--- src/rtl/lsu_dcache_master.sv ---
// lsu_dcache_master: single-outstanding load/store master towards the data cache.
// An accepted op is checked for alignment, turned into one word-aligned cache
// request with a byte-lane mask, and the lane-positioned response is shifted
// down and extended. A REQ+RSP watchdog aborts accesses the cache never answers.
module lsu_dcache_master #(
    parameter int TIMEOUT = 255
) (
    input  logic        i_clk,
    input  logic        i_rstn,
    input  logic        i_op_valid,
    output logic        o_op_ready,
    input  logic        i_op_store,
    input  logic [2:0]  i_op_funct3,
    input  logic [31:0] i_op_addr,
    input  logic [31:0] i_op_wdata,
    output logic        o_req_valid,
    input  logic        i_req_ready,
    output logic [31:0] o_req_addr,
    output logic [3:0]  o_req_bmsk,
    output logic        o_req_wren,
    output logic [31:0] o_req_data,
    input  logic        i_rsp_valid,
    output logic        o_rsp_ready,
    input  logic [31:0] i_rsp_data,
    output logic        o_res_valid,
    output logic [31:0] o_res_data,
    output logic        o_res_err
);

    // Counter can reach TIMEOUT (handshake on the last REQ cycle), so size for TIMEOUT+1 values.
    localparam int CW = $clog2(TIMEOUT + 1);
    localparam logic [CW-1:0] CNT_LAST = CW'(TIMEOUT - 1);
    localparam logic [CW-1:0] CNT_ONE  = CW'(1);

    typedef enum logic [1:0] {
        S_IDLE = 2'd0,
        S_REQ  = 2'd1,
        S_RSP  = 2'd2,
        S_DONE = 2'd3
    } state_t;

    state_t        r_state;
    logic [CW-1:0] r_cnt;
    logic          r_op_ready;
    logic          r_req_valid;
    logic [31:0]   r_req_addr;
    logic [3:0]    r_req_bmsk;
    logic          r_req_wren;
    logic [31:0]   r_req_data;
    logic          r_rsp_ready;
    logic          r_res_valid;
    logic [31:0]   r_res_data;
    logic          r_res_err;
    logic [2:0]    r_funct3;
    logic [1:0]    r_off;

    logic          w_misaligned;
    logic [3:0]    w_bmsk;
    logic [31:0]   w_wdata_sh;
    logic [31:0]   w_load_res;
    logic          w_timeout;

    // Undefined funct3 encodings are reported the same way as misalignment.
    function automatic logic f_misaligned(input logic [2:0] funct3, input logic [1:0] off);
        logic bad;
        case (funct3)
            3'b000, 3'b100: bad = 1'b0;
            3'b001, 3'b101: bad = off[0];
            3'b010:         bad = (off != 2'b00);
            default:        bad = 1'b1;
        endcase
        return bad;
    endfunction

    function automatic logic [3:0] f_bmsk(input logic [2:0] funct3, input logic [1:0] off);
        logic [3:0] m;
        case (funct3[1:0])
            2'b00:   m = 4'b0001 << off;
            2'b01:   m = 4'b0011 << off;
            default: m = 4'b1111;
        endcase
        return m;
    endfunction

    // d is already shifted so the addressed byte sits in bits [7:0].
    function automatic logic [31:0] f_extend(input logic [2:0] funct3, input logic [31:0] d);
        logic [31:0] r;
        case (funct3)
            3'b000:  r = {{24{d[7]}}, d[7:0]};
            3'b001:  r = {{16{d[15]}}, d[15:0]};
            3'b100:  r = {24'h000000, d[7:0]};
            3'b101:  r = {16'h0000, d[15:0]};
            default: r = d;
        endcase
        return r;
    endfunction

    assign w_misaligned = f_misaligned(i_op_funct3, i_op_addr[1:0]);
    assign w_bmsk       = f_bmsk(i_op_funct3, i_op_addr[1:0]);
    assign w_wdata_sh   = i_op_wdata << {i_op_addr[1:0], 3'b000};
    assign w_load_res   = f_extend(r_funct3, i_rsp_data >> {r_off, 3'b000});
    assign w_timeout    = (r_cnt >= CNT_LAST);

    // Access FSM: sequences one op through request/response and registers every output.
    always_ff @(posedge i_clk or negedge i_rstn) begin
        if (!i_rstn) begin
            r_state     <= S_IDLE;
            r_cnt       <= '0;
            r_op_ready  <= 1'b0;
            r_req_valid <= 1'b0;
            r_req_addr  <= 32'h0000_0000;
            r_req_bmsk  <= 4'b0000;
            r_req_wren  <= 1'b0;
            r_req_data  <= 32'h0000_0000;
            r_rsp_ready <= 1'b0;
            r_res_valid <= 1'b0;
            r_res_data  <= 32'h0000_0000;
            r_res_err   <= 1'b0;
            r_funct3    <= 3'b000;
            r_off       <= 2'b00;
        end else begin
            case (r_state)
                S_IDLE: begin
                    if (i_op_valid && r_op_ready) begin
                        r_op_ready <= 1'b0;
                        if (w_misaligned) begin
                            r_state     <= S_DONE;
                            r_res_valid <= 1'b1;
                            r_res_err   <= 1'b1;
                            r_res_data  <= 32'h0000_0000;
                        end else begin
                            r_state     <= S_REQ;
                            r_cnt       <= '0;
                            r_req_valid <= 1'b1;
                            r_req_addr  <= {i_op_addr[31:2], 2'b00};
                            r_req_bmsk  <= w_bmsk;
                            r_req_wren  <= i_op_store;
                            r_req_data  <= w_wdata_sh;
                            r_funct3    <= i_op_funct3;
                            r_off       <= i_op_addr[1:0];
                        end
                    end else begin
                        r_op_ready <= 1'b1;
                    end
                end
                S_REQ: begin
                    if (i_req_ready) begin
                        r_state     <= S_RSP;
                        r_req_valid <= 1'b0;
                        r_rsp_ready <= 1'b1;
                        r_cnt       <= r_cnt + CNT_ONE;
                    end else if (w_timeout) begin
                        r_state     <= S_DONE;
                        r_req_valid <= 1'b0;
                        r_res_valid <= 1'b1;
                        r_res_err   <= 1'b1;
                        r_res_data  <= 32'h0000_0000;
                    end else begin
                        r_cnt <= r_cnt + CNT_ONE;
                    end
                end
                S_RSP: begin
                    if (i_rsp_valid) begin
                        r_state     <= S_DONE;
                        r_rsp_ready <= 1'b0;
                        r_res_valid <= 1'b1;
                        r_res_err   <= 1'b0;
                        r_res_data  <= r_req_wren ? 32'h0000_0000 : w_load_res;
                    end else if (w_timeout) begin
                        r_state     <= S_DONE;
                        r_rsp_ready <= 1'b0;
                        r_res_valid <= 1'b1;
                        r_res_err   <= 1'b1;
                        r_res_data  <= 32'h0000_0000;
                    end else begin
                        r_cnt <= r_cnt + CNT_ONE;
                    end
                end
                S_DONE: begin
                    r_state     <= S_IDLE;
                    r_res_valid <= 1'b0;
                    r_op_ready  <= 1'b1;
                end
                default: begin
                    r_state     <= S_IDLE;
                    r_op_ready  <= 1'b0;
                    r_req_valid <= 1'b0;
                    r_rsp_ready <= 1'b0;
                    r_res_valid <= 1'b0;
                end
            endcase
        end
    end

    assign o_op_ready  = r_op_ready;
    assign o_req_valid = r_req_valid;
    assign o_req_addr  = r_req_addr;
    assign o_req_bmsk  = r_req_bmsk;
    assign o_req_wren  = r_req_wren;
    assign o_req_data  = r_req_data;
    assign o_rsp_ready = r_rsp_ready;
    assign o_res_valid = r_res_valid;
    assign o_res_data  = r_res_data;
    assign o_res_err   = r_res_err;

endmodule

--- config.mk ---
export PLATFORM = sky130hd
export DESIGN_NAME = lsu_dcache_master
export DESIGN_NICKNAME = d
export VERILOG_FILES = /design/src/rtl/lsu_dcache_master.sv
export SDC_FILE = /design/constraint.sdc
export NUM_CORES = 1
export LEC_CHECK = 0
export CAP_MARGIN = 0
export CORE_MARGIN = 2
export CORE_UTILIZATION = 49
export DETAILED_ROUTE_END_ITERATION = 8
export GPL_TIMING_DRIVEN = 0
export MAX_ROUTING_LAYER = met4
export PLACE_DENSITY = 0.86
export SYNTH_ARGS = -nofsm -noshare
export SYNTH_HDL_FRONTEND = slang
export SYNTH_SLANG_ARGS = --single-unit
--- constraint.sdc ---
create_clock -name i_clk -period 4.9 [get_ports i_clk]
set_input_delay 0.98 -clock i_clk [delete_from_list [all_inputs] [get_ports i_clk]]
set_output_delay 0.98 -clock i_clk [all_outputs]
set_load 0.01 [all_outputs]
==> results.md <==
- Initial antenna violation count: 0
- Ratio of cells with drive above 1 in the final layout: 12.3%
- F_max: 319 MHz
- RSZ-0062 raised after global routing: no
- Gr ovfl total: 0
- Synthesized area: 0.00598 mm2
- Vias in the first global route: 5829
- GPL Wtd Cong: 0.903
- Post-route DRC: 0
- H-tree depth: 4
- Synth area leader: dfrtp_1
- CTS Sinks: 119
- Antenna Cells: 0
- Outcome: finished clean
- Fill cells: 819
- Nets: 918
- HPWL after DPL: 14.3 mm
- CTS Buf Count: 17
- Final Skew: 10.4 ps
- Via density per instance: 5.92
- Drt total wl: 19.7 mm
- Cts hold-fix bufs: 0
- Tightest Hold Check Type: in2async
- 1st-iter DRT viols: 457
- First-pass GRT wire length: 31.2 mm
- Worst-skew pair later-pin latency: 430 ps
- Synth warnings: 0
- Gate count of the mapped netlist: 578
- Measured slew at the worst slew-check pin: 688 ps
- Initial core utilization: 50.0%
- Site Rows: 40
- Most common library cells after synthesis: dfrtp_1, nand2_1, o21ai_0, mux2_2, a21oi_1
- Top_reg_cell synth: dfrtp_1
- Yosys top cell area share: 49.8%
- Core area: 0.0120 mm2
- Finished Core Util: 74.3%
- GRT Total Usage: 32.0%
- Final slew viol count: 0
- Count leader, synth: dfrtp_1
- Worst EP arrival: 3410 ps
- Die X: 114 um
- Placed cell area: 0.00828 mm2
- WP data required: 5180 ps
- Total power draw: 5430 uW
- Maximum VDD drop: 0.000384 V
- Relative slew slack: 53.8%
- Kind of critical path: in2reg
- TritonRoute pass-1 iters: 5
- CTS resizes: 0
- Hold Vio Cnt, Final: 0
- Buffer count from post-CTS setup fixing: 0
- Clk buf depth: 2
- CTS tree: built
- Main area contributors after synthesis: dfrtp_1, mux2_2, mux2i_1
- I/O Pins: 211
- Largest net degree at the start of global routing: 103
- Max-Cap Viols: 0
- Fin Hold WS: 387 ps
- Area Growth Syn to Fin: 48.7%
- # port buffers: 208
- Startpoint types: input port
- Final ANT Viol Nets: 0
- Synth Register Bits: 119
- Leak pwr: 0.00377 uW
- Crit path max fanout: 10
- Root Buffer: clkbuf_16
- Synth async-reset ratio: 100%
- Seq/Total Area, Yosys: 49.8%
- Setup crit end kind: flip-flop
- Mapped Avg Cell Area: 10.3 um2
- Average wire per standard cell: 20.3 um
- Die ar.: 0.0131 mm2
- Power Dens Cells: 610 mW/mm2
- Vias: 5720
- Fin crit period: 3130 ps
- Die H: 114 um
- Setup Total Neg Slack: 0 ps
- # setup viols final: 0
- Final Cycle Share: 63.9%
- Post-synth EDFFs: 0
- Netlist cell types: 54
- Post-route cell area: 0.00889 mm2
- Reg clk slew, reported paths: 60 ps
==> critical path: stages <==
cell	delay [ps]
clkdlybuf4s50_1	530
nor4_2	590
o21ai_0	260
clkbuf_1	320
a22o_1	360
a22oi_1	240
o31ai_1	120
==> kinds of logic after synthesis <==
group	count (synthesis)	share of synthesized area, %
simple gates	143	11.3
flops	119	49.8
buf+inv	52	3.77
compound gates	178	19.6
fa+ha+maj	6	1.26
other cells	1	0.0627
mux	79	14.2
==> cell type report <==
type	count	area (um2)	area share (%)
Inverter	12	45.0	0.507
Buffer	40	180	2.03
Multi-Input combinational cell	408	2780	31.3
Tap cell	147	184	2.07
Clock inverter	12	178	2.00
Timing Repair Buffer	209	2110	23.7
Sequential cell	119	2980	33.5
Clock buffer	19	433	4.87
==> where the power goes <==
part           total, uW  internal [uW]  switching, uW
registers           1650           1390            265
clock network       1310            847            464
logic               2460           1250           1210
total               5430           3490           1940
==> final timing paths <==
path | end | slack (ps) | cells past startpoint | startpoint
hold reg to reg | o_res_data[26] | 480 | 2 | o_res_data[26]
min in group i_clk | o_res_data[26] | 480 | 2 | o_res_data[26]
hold / removal | o_req_data[31] | 390 | 1 | i_rstn
max in group asynchronous | o_req_addr[26] | 3750 | 2 | i_rstn
setup / recovery | r_cnt[7] | 1770 | 7 | i_op_funct3[0]
setup reg to reg | o_res_data[19] | 2470 | 8 | r_state[1]
==> metrics by stage <==
| stage | setup slack (ps) | instances |
|---|---|---|
| 2_1_floorplan | 2480 | 579 |
| 3_3_place_gp | -1630 | 934 |
| 3_5_place_dp | 1370 | 935 |
| 4_1_cts | 1810 | 966 |
| 5_1_grt | 1580 | 966 |
| 6_report | 1770 | 966 |
==> state kept, by name (all words and copies together), names as in the netlist <==
signal and count:
o_res_valid 1, o_req_valid 1, r_cnt 8, o_op_ready 1, r_funct3 3, o_req_wren 1
o_req_data 32, o_res_data 32, o_res_err 1, o_rsp_ready 1, o_req_addr 30, o_req_bmsk 4
r_off 2, r_state 2
==> layout by cell type (no fill, tap or decap), types with 6 or more instances in the layout <==
cell,count
a22o_1,17
nor2b_1,20
ha_1,6
a21oi_1,38
clkdlybuf4s50_1,207
nor2_1,26
mux2_2,45
a32o_1,8
dfrtp_1,119
inv_1,12
nand2_1,72
clkbuf_1,23
buf_2,12
o21ai_0,55
clkbuf_16,17
a21boi_0,8
a211o_1,7
a211oi_1,8
o31ai_1,10
mux2i_1,34
==> metal layers <==
metal,part of all wire [%],track usage (%)
met2,49,51.0
met5,0,-
met3,9.1,8.79
met4,2.9,13.7
met1,39,38.5
Power figures use the tool's default switching activity.
